### config.mk
export PLATFORM = sky130hd
export DESIGN_NAME = ocf_fsm
export DESIGN_NICKNAME = d
export VERILOG_FILES = /design/src/rtl/ocf_fsm.sv
export SDC_FILE = /design/constraint.sdc
export NUM_CORES = 1
export LEC_CHECK = 0
export BUFFER_PORTS_ARGS = -buffer_cell sky130_fd_sc_hd__buf_2
export CELL_PAD_IN_SITES_DETAIL_PLACEMENT = 1
export CELL_PAD_IN_SITES_GLOBAL_PLACEMENT = 1
export CORE_ASPECT_RATIO = 0.8
export CORE_MARGIN = 3
export CORE_UTILIZATION = 33
export CTS_BUF_LIST = sky130_fd_sc_hd__clkbuf_16
export CTS_CLUSTER_DIAMETER = 150
export CTS_CLUSTER_SIZE = 30
export DETAILED_ROUTE_END_ITERATION = 8
export PLACE_DENSITY = 0.83
export SETUP_SLACK_MARGIN = 0.05
export SLEW_MARGIN = 0
export SYNTH_ARGS = -nofsm -noshare
export SYNTH_HDL_FRONTEND = slang
export SYNTH_SLANG_ARGS = --single-unit
export TNS_END_PERCENT = 100
### constraint.sdc
create_clock -name clk -period 1.6 [get_ports clk]
set_clock_uncertainty 0.2 [all_clocks]
set_input_delay 0.16 -clock clk [delete_from_list [all_inputs] [get_ports clk]]
set_output_delay 0.16 -clock clk [all_outputs]
set_load 0.005 [all_outputs]
### src/rtl/ocf_fsm.sv
// Z80 opcode-fetch (M1) sequencer: drives the M1 bus cycle at the captured PC,
// stretches it with WAIT_L, latches the opcode and then runs the refresh half
// with the 7-bit refresh counter on the address bus.
module ocf_fsm (
    input  logic        clk,
    input  logic        rst_L,
    input  logic [15:0] PC,
    input  logic        OCF_start,
    input  logic [7:0]  OCF_data_in,
    input  logic        INT_L,
    input  logic        NMI_L,
    input  logic        WAIT_L,
    output logic        OCF_done,
    output logic [7:0]  OCF_opcode_out,
    output logic        OCF_opcode_valid,
    output logic        OCF_M1_L,
    output logic        OCF_MREQ_L,
    output logic        OCF_RD_L,
    output logic [15:0] OCF_addr_out,
    output logic        OCF_RFSH_L
);

    typedef enum logic [2:0] {IDLE, T1, T2, TW, T3, T4} state_t;

    state_t      state, state_d;
    logic [15:0] pc_q, pc_d;
    logic [6:0]  r_q, r_d;
    logic [7:0]  opcode_q, opcode_d;

    // Interrupt inputs are handled elsewhere in the CPU; they are only
    // present on this block for bus-interface symmetry.
    logic unused_int;
    assign unused_int = INT_L & NMI_L;

    // State, address latch, refresh counter and opcode register.
    always_ff @(posedge clk or negedge rst_L) begin
        if (!rst_L) begin
            state    <= IDLE;
            pc_q     <= 16'h0000;
            r_q      <= 7'h00;
            opcode_q <= 8'h00;
        end else begin
            state    <= state_d;
            pc_q     <= pc_d;
            r_q      <= r_d;
            opcode_q <= opcode_d;
        end
    end

    // Next-state logic; the opcode byte is captured only on the edge that
    // leaves T2/TW with WAIT_L released, and R advances when T4 is left.
    always_comb begin
        state_d  = state;
        pc_d     = pc_q;
        r_d      = r_q;
        opcode_d = opcode_q;
        case (state)
            IDLE: begin
                if (OCF_start) begin
                    pc_d    = PC;
                    state_d = T1;
                end
            end
            T1: state_d = T2;
            T2, TW: begin
                if (WAIT_L) begin
                    opcode_d = OCF_data_in;
                    state_d  = T3;
                end else begin
                    state_d  = TW;
                end
            end
            T3: state_d = T4;
            T4: begin
                r_d = r_q + 7'd1;
                if (OCF_start) begin
                    pc_d    = PC;
                    state_d = T1;
                end else begin
                    state_d = IDLE;
                end
            end
            default: state_d = IDLE;
        endcase
    end

    // Moore output decode; the opcode comes straight from its register.
    always_comb begin
        OCF_M1_L         = 1'b1;
        OCF_MREQ_L       = 1'b1;
        OCF_RD_L         = 1'b1;
        OCF_RFSH_L       = 1'b1;
        OCF_addr_out     = 16'h0000;
        OCF_done         = 1'b0;
        OCF_opcode_valid = 1'b0;
        OCF_opcode_out   = opcode_q;
        case (state)
            T1, T2, TW: begin
                OCF_M1_L     = 1'b0;
                OCF_MREQ_L   = 1'b0;
                OCF_RD_L     = 1'b0;
                OCF_addr_out = pc_q;
            end
            T3: begin
                OCF_MREQ_L       = 1'b0;
                OCF_RFSH_L       = 1'b0;
                OCF_addr_out     = {9'b0, r_q};
                OCF_opcode_valid = 1'b1;
            end
            T4: begin
                OCF_RFSH_L       = 1'b0;
                OCF_addr_out     = {9'b0, r_q};
                OCF_opcode_valid = 1'b1;
                OCF_done         = 1'b1;
            end
            default: ;
        endcase
    end

endmodule

# --- Word-level counts from Yosys, hierarchy flattened ---
# Cells that the tools add are included.
totals:
  reg_bits: 34
  out_inout_bits: 30
classes:
  addsub: 1
  n_eq_ne: 6
  mux: 10
  reduce_logical: 8
op_table:
  columns: ["cell", "count"]
  rows:
  - ["16-bit case mux with 2 select lines", 1]
  - ["3-bit case mux with 5 select lines", 1]
  - ["7-bit by 1-bit adder with 7-bit output, second input constant", 1]
  - ["3-bit by 2-bit equality test with 1-bit output, second input constant", 2]
  - ["3-bit equality test, second input constant", 2]
  - ["1-bit two-way mux", 6]
  - ["3-bit two-way mux", 2]
  - ["2-bit OR reduction", 3]
  - ["2-bit AND reduction", 2]
  - ["4-bit OR reduction", 1]
  - ["3-bit by 1-bit equality test with 1-bit output, second input constant", 1]
  - ["3-bit logical NOT", 1]
  - ["3-bit OR reduction", 1]
  - ["2-bit != test, second input constant", 1]

# --- Logic depth before layout (Yosys ltp) ---
# Gate-level depths: netlist (run 1).
logic_depth:
  ltp_word: 3
  ltp_mapped: 6
  depth_no_buf: 4

# --- Worst setup path after synthesis (run 1) ---
# Ideal clock, no wire load.
synth_timing:
  path_kind: "register -> register"
  from: "register state[2]"
  to: "register pc_q[10]"
  arrival_time_ns: 1.484
  required_time_ns: 1.275
  slack_ns: -0.209
  path_stages_with_launch: 6
  n_path_buf: 2
  period_less_slack_ns: 1.809
  cell_sequence: "dfrtp_1 buf_6 xor2_1 nor3b_4 buf_6 mux2_2"
synth_between:
  elab_chain_cells: 3
  elab_cells_between_ends: 4
  classes_between: "eq/ne: 1; reduce/logical: 3"
synth_rtl:
  columns: ["element", "line", "rtl"]
  rows:
  - ["start: declaration", "25", "state_t state, state_d;"]
  - ["start signal: assignment", "43", "state <= state_d;"]
  - ["3-bit equality test / 3-bit logical NOT (equally long branches)", "57", "case (state)"]
  - ["2-bit OR reduction (no source line) (*)", null, null]
  - ["2-bit AND reduction (no source line) (*)", null, null]
  - ["end signal: assignment", "44", "pc_q <= pc_d;"]
  - ["end: declaration", "26", "logic [15:0] pc_q, pc_d;"]
# Mark *: on every way between the ends. The rest lies on a longest branch, timed or not.
# A chain may end at the register's enable or synchronous reset.

# --- Worst setup path in the final report (run 1) ---
layout_timing:
  from: "register state[2]"
  to: "register pc_q[12]"
# Same word-level chain as after synthesis.

==> results.txt, run 1 <==
----------------------------------------------------
[Placed design]
  Number of port buffers ... 57
  Routability congestion estimate from global placement ... 0.763
  Pre-CTS worst setup slack ... -375 ps
  Post-DP HPWL ... 2710 um
  Cell count after placement ... 228

[Status]
  Outcome ... finished with violations
  Violated checks ... setup timing

[Logic synthesis]
  Number of warnings printed during yosys synthesis ... 0
  Sequential-to-total area share from yosys stat ... 0.562
  Mean cell area of the mapped netlist ... 13.6 um^2
  Post-synthesis mux area share ... 0.194
  Unique cell type count in the Yosys netlist ... 23
  Adder-cell share of the synthesized area ... 0.0149
  Compound-cell area share of the yosys netlist ... 0.0438
  Synthesized-area fraction occupied by xor and xnor cells ... 0.0463
  Combinational family with the most area after synthesis ... multiplexers
  Post-Synth Simple-Gate Area ... 0.101
  Number of nets produced by synthesis ... 142
  Synthesized flop and latch total ... 34
  Area of the mapped netlist ... 1510 um^2
  Instance count of the mapped netlist ... 111

[Timing]
  Hold violation total from the final report ... 0
  RSZ-0062 raised after global routing ... yes
  Post-route minimum period ... 1840 ps
  Final setup fails ... 52
  Achievable Freq ... 545 MHz
  Max transition margin ... 0.487
  Worst-Margin Slew ... 770 ps
  Fin crit share ... 1.15
  Max-slew violation count ... 0
  Least setup slack across all paths after layout ... -236 ps

[Floorplan]
  Width of the die ... 81.7 um
  Core region area ... 4310 um^2
  Initial Utilization ... 0.351
  Number of placed I/O pins ... 60
  Standard-cell row count ... 21
  Total Die Area ... 5440 um^2
  Chip Height ... 66.6 um

[Drt]
  Vias/cell ... 4.69
  Number of remaining DRC errors ... 0
  Initial DRC Count ... 37
  Drt total wl ... 4770 um
  Routed wire length per instance ... 17.1 um
  Antenna-violating nets left ... 0
  DRT Pass-1 Iters ... 4
  Vias ... 1305

[CTS]
  Root Driver ... sky130_fd_sc_hd__clkbuf_16
  Clock tree buffer depth ... 2
  Clock slew at reported path FFs ... 50 ps
  Worst-Skew Late Latency ... 270 ps
  Clock tree from TritonCTS ... built
  Number of sinks driven by the clock tree ... 34
  CTS HTree Levels ... 2
  Number of CTS-inserted buffers ... 5

[Worst hold path]
  Path class of the lowest-slack min-delay path ... primary input to register

[Global route]
  Via count of the first global-routing pass ... 1463
  Initial antenna violation count ... 0
  Global route total overflow ... 0
  Overall Global Routing Usage ... 0.187
  Maximum number of pins on one net before global-route repair ... 35
  First-pass GRT wire length ... 7450 um

[Critical path]
  Critical Path Sink Type ... register
  Ordered cell list for the critical path ... buf_6 > xor2_2 > nor3b_4 > buf_6 > mux2_2
  Crit path max-delay family ... flip-flops
  Required time worst endpoint ... 1550 ps
  Top fanout value on the critical path ... 9
  CP Launch Type ... register
  Worst setup path class ... register to register
  Delay of the slowest critical-path stage ... 410 ps
  Data arrival time of the critical path ... 1790 ps
  Most frequent cell on the critical path ... sky130_fd_sc_hd__buf_6
  Number of buffers and inverters on the critical path ... 2
  Cell type of the slowest stage on the worst timing path ... sky130_fd_sc_hd__dfrtp_2

[Flow run]
  Maxcap violations ... 0

[Finish]
  Cell Count, Final, Fillers Out ... 278
  Final core occ ... 0.641
  Number of fill cells in the layout ... 430
  Antenna diode count ... 0
  Synth-to-layout area growth ... 82.5%
  Multi-input gate area in the final layout ... 752 um^2
  Fraction of final layout cells with drive strength greater than 1 ... 0.620
  Commonest non-fill, non-tap cell in the layout ... sky130_fd_sc_hd__buf_2
  Fin nets ... 252
  Sequential Area ... 852 um^2
  Most frequent cells in the layout ... sky130_fd_sc_hd__buf_2, sky130_fd_sc_hd__buf_6, sky130_fd_sc_hd__dfrtp_1

[Power]
  Leakage power total ... 1.39 nW
  Cell Pwr Density ... 2080 nW/um^2
  Final Power ... 5.73 mW
  Peak VDD IR ... 0.987 mV

----------------------------------------------------
==> layout make-up <==
cell class	instances	area share
timing repair buffer	109	0.337
sequential	34	0.309
multi-input combinational	68	0.272
clock buffer	5	0.0453
tap	57	0.0258
inverter	3	0.00771
clock inverter	2	0.00272
==> timing repair <==
item,CTS,global route
endpoints found under the hold margin,59,0
gates cloned,1,1
gates resized for setup,51,34
endpoints found under the setup margin,47,55
pin swaps,24,7
hold buffers,26,0
setup buffers,15,2
==> power breakdown <==
group | leakage, nW | switching [mW] | internal [mW]
registers | 0.411 | 0.314 | 1.27
clock network | 0.0723 | 0.303 | 0.554
logic | 0.908 | 1.18 | 2.11
total | 1.39 | 1.80 | 3.93
==> sequential cells by signal, summed over array words and instances (netlist names) <==
signal	flops
OCF_opcode_out	8
pc_q	16
r_q	7
state	3
==> routing by layer <==
metal | vias up | share of wire | wire (um) | global-route usage
li1 | 600 | - | - | -
met1 | 655 | 0.40 | 1890 | 0.205
met2 | 45 | 0.53 | 2530 | 0.345
met3 | 5 | 0.065 | 312 | 0.0649
met4 | 0 | 0.0084 | 40 | 0.0477
met5 | - | 0 | 0 | 0
==> stage by stage <==
step | cell area (um^2) | setup TNS [ps] | hold WS (ps)
after floorplan | 1510 | -2510 | -336
after global placement | 1900 | -6090 | 51.4
after detailed placement | 1900 | -8250 | 72.9
after CTS | 2590 | -6800 | 148
after global routing | 2760 | -10060 | 153
final | 2760 | -7550 | 135
==> cells by family after synthesis <==
| logic type | after synthesis |
|---|---|
| AOI/OAI and AO/OA | 8 |
| xor gates and xnor gates | 8 |
| muxes | 26 |
| and+or+nand+nor | 24 |
| adders and majority gates | 2 |
| DFF | 34 |
| buffers and inverters | 9 |
==> worst reg2reg max path, delay by kind of cell (launching register included) <==
kind | cells | cell delay [ps]
flops | 1 | 410
mux | 1 | 350
buf+inv | 2 | 330
simple gates | 1 | 250
xor+xnor | 1 | 180
==> final timing paths <==
check,depth (start not counted),from,to,slack [ps]
worst max-delay path,5,state[2]$_DFFE_PN0P_,pc_q[12]$_DFFE_PN0P_,-240
worst min-delay path,3,OCF_start,state[0]$_DFFE_PN0P_,140
worst max register to register,5,state[2]$_DFFE_PN0P_,pc_q[12]$_DFFE_PN0P_,-240
worst min register to register,1,r_q[6]$_DFFE_PN0N_,r_q[6]$_DFFE_PN0N_,290
max in group asynchronous,2,rst_L,state[2]$_DFFE_PN0P_,350
min in group asynchronous,2,rst_L,r_q[6]$_DFFE_PN0N_,310
==> Yosys cell counts <==
cell | instances | area share
sky130_fd_sc_hd__dfrtp_1 | 34 | 0.56
sky130_fd_sc_hd__mux2_2 | 26 | 0.19
sky130_fd_sc_hd__and2_1 | 9 | 0.037
sky130_fd_sc_hd__a22o_1 | 7 | 0.041
sky130_fd_sc_hd__xnor2_1 | 5 | 0.029
sky130_fd_sc_hd__nand4_1 | 4 | 0.017
sky130_fd_sc_hd__nand2_1 | 3 | 0.0074
sky130_fd_sc_hd__nor2_1 | 3 | 0.0074
sky130_fd_sc_hd__xor2_1 | 3 | 0.017
sky130_fd_sc_hd__buf_4 | 2 | 0.0099
sky130_fd_sc_hd__buf_6 | 2 | 0.015
sky130_fd_sc_hd__inv_1 | 2 | 0.0050
sky130_fd_sc_hd__a21oi_1 | 1 | 0.0033
sky130_fd_sc_hd__and3_1 | 1 | 0.0041
sky130_fd_sc_hd__and3b_1 | 1 | 0.0058
sky130_fd_sc_hd__buf_2 | 1 | 0.0033
sky130_fd_sc_hd__clkbuf_1 | 1 | 0.0025
sky130_fd_sc_hd__clkinv_1 | 1 | 0.0025
sky130_fd_sc_hd__ha_1 | 1 | 0.0083
sky130_fd_sc_hd__maj3_1 | 1 | 0.0066
sky130_fd_sc_hd__nand3b_1 | 1 | 0.0050
sky130_fd_sc_hd__nor3b_4 | 1 | 0.012
sky130_fd_sc_hd__or2b_1 | 1 | 0.0050
No activity file was read; power rests on OpenSTA's default activity.
==> run 2, diff against run 1 <==
--- a/config.mk
+++ b/config.mk
@@ -9,7 +9,6 @@
 export CELL_PAD_IN_SITES_DETAIL_PLACEMENT = 1
 export CELL_PAD_IN_SITES_GLOBAL_PLACEMENT = 1
 export CORE_ASPECT_RATIO = 0.8
-export CORE_MARGIN = 3
 export CORE_UTILIZATION = 33
 export CTS_BUF_LIST = sky130_fd_sc_hd__clkbuf_16
 export CTS_CLUSTER_DIAMETER = 150
==> run 2 against run 1 <==
- the run still ends with setup timing left
- first-iteration DRC count increased by 150%
- combinational power decreased by 9.4%
- highest routed layer unchanged
- clock power increased by 4.9%
- cell count decreased by 2.2%
- worst setup slack improved by 19 ps
- count of clock-buffer cells in the layout unchanged
- sequential share of layout area increased by 1.7 points
- register-to-register slack improved by 40 ps
==> results.txt, run 2 (synthesis gave the netlist of run 1 again) <==
----------------------------------------------------
[CTS]
  Clock tree buffer depth ... 2 (unchanged)
  Number of sinks driven by the clock tree ... 34 (unchanged)
  CTS HTree Levels ... 2 (unchanged)
  Clock tree from TritonCTS ... built
  Root Driver ... sky130_fd_sc_hd__clkbuf_16
  Number of CTS-inserted buffers ... 5 (unchanged)
  Worst-Skew Late Latency ... 270 ps (about the same)
  Clock slew at reported path FFs ... 50 ps (about the same)

[Timing]
  Fin crit share ... 1.14 (-0.0118)
  Max-slew violation count ... 0 (unchanged)
  Achievable Freq ... 550 MHz (+1.0%)
  Worst-Margin Slew ... 390 ps (-380 ps)
  RSZ-0062 raised after global routing ... yes
  Final setup fails ... 43 (-17%)
  Least setup slack across all paths after layout ... -217 ps (+18.8 ps)
  Worst hold slack ... 140 ps (+4.62 ps)
  Hold violation total from the final report ... 0 (unchanged)
  Max transition margin ... 0.740 (+0.253)
  Post-route minimum period ... 1820 ps (-18.8 ps)

[Drt]
  Drt total wl ... 4660 um (-2.3%)
  Antenna-violating nets left ... 0 (unchanged)
  DRT Pass-1 Iters ... 4 (unchanged)
  Routed wire length per instance ... 17.1 um (-0.13%)
  Vias/cell ... 4.72 (+0.48%)
  Number of remaining DRC errors ... 0 (unchanged)
  Vias ... 1283 (-1.7%)
  Initial DRC Count ... 91 (+150%)

[Placed design]
  Post-DP HPWL ... 2770 um (+2.4%)
  Number of port buffers ... 57 (unchanged)
  Routability congestion estimate from global placement ... 0.728 (-4.5%)
  Pre-CTS worst setup slack ... -371 ps (+4.18 ps)
  Cell Area, Placed ... 1900 um^2 (-0.39%)
  Cell count after placement ... 227 (-0.44%)

[Floorplan]
  Initial Utilization ... 0.353 (+0.00215)
  Core region area ... 4280 um^2 (-0.61%)
  Standard-cell row count ... 21 (unchanged)
  Number of placed I/O pins ... 60 (unchanged)
  Chip Height ... 62.6 um (-6.0%)
  Width of the die ... 77.7 um (-4.9%)
  Total Die Area ... 4860 um^2 (-11%)

[Power]
  Peak VDD IR ... 0.965 mV (-2.3%)
  Cell Pwr Density ... 2080 nW/um^2 (+0.33%)
  Leakage power total ... 1.30 nW (-6.5%)

[Finish]
  Synth-to-layout area growth ... 72.7%
  Biggest register ... pc_q
  Cell Count, Final, Fillers Out ... 272 (-2.2%)
  Antenna diode count ... 0 (unchanged)
  Fraction of final layout cells with drive strength greater than 1 ... 0.591 (-0.0292)
  Most frequent cells in the layout ... sky130_fd_sc_hd__buf_2, sky130_fd_sc_hd__dfrtp_1, sky130_fd_sc_hd__dlygate4sd3_1
  Number of fill cells in the layout ... 429 (-0.23%)
  Post-route cell area ... 2610 um^2 (-5.3%)
  Commonest non-fill, non-tap cell in the layout ... sky130_fd_sc_hd__buf_2
  Fin nets ... 246 (-2.4%)
  Number of flip-flops under the largest register name ... 16 (unchanged)

[Flow run]
  Maxcap violations ... 0 (unchanged)

[Critical path]
  Worst reg-to-reg path cell count ... 5 (unchanged)
  Critical path startpoint ... state[2]$_DFFE_PN0P_
  CP Launch Type ... register
  Worst setup path class ... register to output pin
  Worst R2R Start ... state[1]$_DFFE_PN0P_
  Flop2flop setup slack ... -200 ps (+40 ps)
  Top fanout value on the critical path ... 8 (-1)
  Critical Path Sink Type ... output pin
  End of the worst register-to-register path ... pc_q[5]$_DFFE_PN0P_
  Required time worst endpoint ... 1240 ps (-310 ps)
  Data arrival time of the critical path ... 1460 ps (-330 ps)

[Worst hold path]
  Path class of the lowest-slack min-delay path ... primary input to async pin

[Status]
  Outcome ... finished with violations
  Violated checks ... setup timing

[Global route]
  Overall Global Routing Usage ... 0.204 (+0.0165)
  Global route total overflow ... 0 (unchanged)
  Maximum number of pins on one net before global-route repair ... 19 (-46%)
  Via count of the first global-routing pass ... 1407 (-3.8%)
  Initial antenna violation count ... 0 (unchanged)
  First-pass GRT wire length ... 7220 um (-3.2%)

----------------------------------------------------
-- run 2: through the flow --
step / power [mW] / util / TNS [ps]
floorplan: 2.64 / - / -2510
global placement: 3.32 / 0.443 / -6980
detailed placement: 3.48 / 0.443 / -9400
CTS: 5.14 / 0.586 / -4710
global route: 5.78 / 0.610 / -8430
finish: 5.44 / 0.610 / -6260
-- run 2: worst max-delay path by stage --
stage                                      end  slack [ps]  cells past startpoint
after floorplan           pc_q[10]$_DFFE_PN0P_        -210                      5
after global placement                OCF_M1_L        -260                      4
after detailed placement       OCF_addr_out[2]        -370                      4
after CTS                      OCF_addr_out[2]        -210                      5
after global routing           OCF_addr_out[6]        -270                      5
final                          OCF_addr_out[2]        -220                      5
-- run 2: report_power, final --
group / switching, mW / internal [mW]
Clock: 0.337 / 0.561
Sequential: 0.301 / 1.26
Combinational: 1.09 / 1.89
-- run 2: routing by layer --
metal | GRT usage | part of all wire | vias up
li1 | - | - | 595
met1 | 0.214 | 0.40 | 648
met2 | 0.375 | 0.54 | 36
met3 | 0.0599 | 0.043 | 4
met4 | 0.0896 | 0.015 | 0
met5 | 0 | 0 | -
-- run 2: area by class of cell --
| class | count | area [um^2] | share of cell area |
|---|---|---|---|
| Inverter | 3 | 16.3 | 0.00623 |
| Timing Repair Buffer | 103 | 823 | 0.315 |
| Tap cell | 57 | 71.3 | 0.0273 |
| Multi-Input combinational cell | 68 | 716 | 0.274 |
| Sequential cell | 34 | 851 | 0.326 |
| Clock inverter | 2 | 10.0 | 0.00383 |
| Clock buffer | 5 | 125 | 0.0479 |
-- run 2: repair_timing --
action | CTS | global route
hold buffers | 26 | 0
resized for setup | 38 | 18
pin swaps | 8 | 8
endpoints found under the hold margin | 41 | 0
endpoints found under the setup margin | 39 | 49
gates cloned | 0 | 0
setup buffers | 8 | 4
-- run 2: worst max-delay path, cell delays in order, from the launching register on --
cell and delay, ps:
sky130_fd_sc_hd__dfrtp_1 390, sky130_fd_sc_hd__buf_6 130, sky130_fd_sc_hd__or2b_1 210, sky130_fd_sc_hd__clkinv_4 100, sky130_fd_sc_hd__a22o_1 230, sky130_fd_sc_hd__buf_2 130
==> run 3, diff against run 2 <==
--- a/config.mk
+++ b/config.mk
@@ -14,7 +14,7 @@
 export CTS_CLUSTER_DIAMETER = 150
 export CTS_CLUSTER_SIZE = 30
 export DETAILED_ROUTE_END_ITERATION = 8
-export PLACE_DENSITY = 0.83
+export PLACE_DENSITY = 0.8
 export SETUP_SLACK_MARGIN = 0.05
 export SLEW_MARGIN = 0
 export SYNTH_ARGS = -nofsm -noshare
==> run 3 against run 2 <==
- the flow still finishes with violations (setup timing)
- die area stayed put
- critical path type unchanged
- clock power fell by 2%
- wire length fell by 6.4%
- total power shrank 8.3%
- first-iteration DRC count is 63% lower
- critical path depth up 1
- sequential cell count unchanged
- sequential share of layout area rose by 1.5 points
- design area down 4.1%
- utilization decreased by 2.5 points
- combinational power down 15%
- worst setup slack better by 43 ps
==> results.txt, run 3 (synthesis gave the netlist of run 1 again) <==
----------------------------------------------------
[Timing]
  Fin crit share ... 1.11 (-0.0267)
  Max-slew violation count ... 0 (unchanged)
  Worst-Margin Slew ... 275 ps (-115 ps)
  Hold violation total from the final report ... 0 (unchanged)
  Max transition margin ... 0.816 (+0.0757)
  Achievable Freq ... 564 MHz (+2.4%)
  RSZ-0062 raised after global routing ... yes
  Least setup slack across all paths after layout ... -174 ps (+42.8 ps)
  Final sum of negative setup slack ... -4820 ps (+1450 ps)
  Post-route minimum period ... 1770 ps (-42.8 ps)
  Worst hold slack ... 151 ps (+11.0 ps)
  Final setup fails ... 45 (+4.7%)

[Critical path]
  Worst setup path class ... register to output pin
  CP Launch Type ... register
  Flop2flop setup slack ... -130 ps (+70 ps)
  Required time worst endpoint ... 1240 ps (about the same)
  Worst R2R Start ... state[1]$_DFFE_PN0P_
  Critical Path Sink Type ... output pin
  Worst reg-to-reg path cell count ... 5 (unchanged)
  Top fanout value on the critical path ... 17 (+9)
  End of the worst register-to-register path ... pc_q[12]$_DFFE_PN0P_
  Data arrival time of the critical path ... 1410 ps (-50 ps)

[Worst hold path]
  Path class of the lowest-slack min-delay path ... primary input to register
  Hold wc startpoint ... OCF_start
  Hold Path Cell Cnt ... 3
  Worst Hold End ... state[0]$_DFFE_PN0P_

[CTS]
  Clock tree buffer depth ... 2 (unchanged)
  Worst-Skew Late Latency ... 270 ps (about the same)
  CTS HTree Levels ... 2 (unchanged)
  Clock tree from TritonCTS ... built
  Number of sinks driven by the clock tree ... 34 (unchanged)
  Clock slew at reported path FFs ... 50 ps (about the same)
  Number of CTS-inserted buffers ... 5 (unchanged)
  Root Driver ... sky130_fd_sc_hd__clkbuf_16

[Power]
  Cell Pwr Density ... 1990 nW/um^2 (-4.3%)
  Final Power ... 4.99 mW (-8.3%)
  Peak VDD IR ... 0.902 mV (-6.5%)
  Leakage power total ... 1.24 nW (-4.5%)

[Finish]
  Final core occ ... 0.585 (-0.0251)
  Cell Count, Final, Fillers Out ... 266 (-2.2%)
  Synth-to-layout area growth ... 65.6%
  Number of fill cells in the layout ... 438 (+2.1%)
  Number of flip-flops under the largest register name ... 16 (unchanged)
  Biggest register ... pc_q
  Most frequent cells in the layout ... sky130_fd_sc_hd__buf_2, sky130_fd_sc_hd__dfrtp_1, sky130_fd_sc_hd__dlygate4sd3_1
  Antenna diode count ... 0 (unchanged)
  Fin nets ... 239 (-2.8%)
  Fraction of final layout cells with drive strength greater than 1 ... 0.526 (-0.0644)
  Commonest non-fill, non-tap cell in the layout ... sky130_fd_sc_hd__buf_2
  Post-route cell area ... 2500 um^2 (-4.1%)

[Placed design]
  Pre-CTS worst setup slack ... -422 ps (-51.1 ps)
  Cell count after placement ... 225 (-0.88%)
  Routability congestion estimate from global placement ... 0.770 (+5.7%)
  Cell Area, Placed ... 1910 um^2 (+0.53%)
  Number of port buffers ... 57 (unchanged)
  Post-DP HPWL ... 2710 um (-2.3%)

[Global route]
  Initial antenna violation count ... 0 (unchanged)
  First-pass GRT wire length ... 6610 um (-8.4%)
  Via count of the first global-routing pass ... 1331 (-5.4%)
  Maximum number of pins on one net before global-route repair ... 35 (+16)
  Global route total overflow ... 0 (unchanged)
  Overall Global Routing Usage ... 0.182 (-0.0220)

[Drt]
  Drt total wl ... 4360 um (-6.4%)
  DRT Pass-1 Iters ... 2 (-2)
  Vias/cell ... 4.67 (-1.1%)
  Routed wire length per instance ... 16.4 um (-4.2%)
  Vias ... 1241 (-3.3%)
  Antenna-violating nets left ... 0 (unchanged)
  Number of remaining DRC errors ... 0 (unchanged)
  Initial DRC Count ... 34 (-63%)

[Floorplan]
  Chip Height ... 62.6 um (unchanged)
  Initial Utilization ... 0.353 (unchanged)
  Width of the die ... 77.7 um (unchanged)
  Standard-cell row count ... 21 (unchanged)
  Core region area ... 4280 um^2 (unchanged)
  Total Die Area ... 4860 um^2 (unchanged)
  Number of placed I/O pins ... 60 (unchanged)

[Status]
  Outcome ... finished with violations
  Violated checks ... setup timing

[Flow run]
  Maxcap violations ... 0 (unchanged)

----------------------------------------------------
-- run 3: how the worst max path moves through the flow --
| stage | depth (start not counted) | slack [ps] | end | from |
|---|---|---|---|---|
| 6_report | 6 | -170 | OCF_addr_out[6] | state[1]$_DFFE_PN0P_ |
| 5_1_grt | 6 | -220 | OCF_addr_out[1] | state[1]$_DFFE_PN0P_ |
| 4_1_cts | 4 | -180 | OCF_addr_out[6] | state[0]$_DFFE_PN0P_ |
| 3_5_place_dp | 4 | -420 | OCF_M1_L | state[0]$_DFFE_PN0P_ |
| 3_3_place_gp | 4 | -250 | OCF_addr_out[15] | state[0]$_DFFE_PN0P_ |
| 2_1_floorplan | 5 | -210 | pc_q[10]$_DFFE_PN0P_ | state[2]$_DFFE_PN0P_ |
-- run 3: area by class of cell --
cell class	instances	area [um^2]	area share
inverters	3	16.3	0.00649
repair buffers	96	734	0.293
clock buffers	5	125	0.0500
well taps	57	71.3	0.0285
multi-input cells	68	693	0.277
flip-flops and latches	34	853	0.341
clock inverters	3	11.3	0.00450
-- run 3: routing by layer --
metal | global-route usage | share of wire | vias up
met5 | 0 | 0 | -
met4 | 0.0708 | 0.013 | 0
met3 | 0.0394 | 0.042 | 4
met2 | 0.335 | 0.54 | 36
met1 | 0.203 | 0.40 | 623
li1 | - | - | 578
-- run 3: power breakdown --
group | total [mW] | switching (mW) | internal [mW]
Sequential | 1.57 | 0.301 | 1.27
Clock | 0.881 | 0.322 | 0.559
Combinational | 2.54 | 0.996 | 1.54
Total | 4.99 | 1.62 | 3.37
-- run 3: critical path, cell delays in order, from the launching register on --
cell	delay, ps
sky130_fd_sc_hd__dfrtp_1	380
sky130_fd_sc_hd__buf_4	150
sky130_fd_sc_hd__nor2_4	110
sky130_fd_sc_hd__nor2_4	60
sky130_fd_sc_hd__buf_12	140
sky130_fd_sc_hd__a22o_1	180
sky130_fd_sc_hd__buf_2	120
-- run 3: timing repair --
action / 4_1_cts / 5_1_grt
hold endpoints to repair: 59 / 0
setup buffers: 3 / 4
gates resized for setup: 16 / 23
hold buffers: 26 / 0
setup endpoints to repair: 44 / 49
pin swaps: 7 / 4
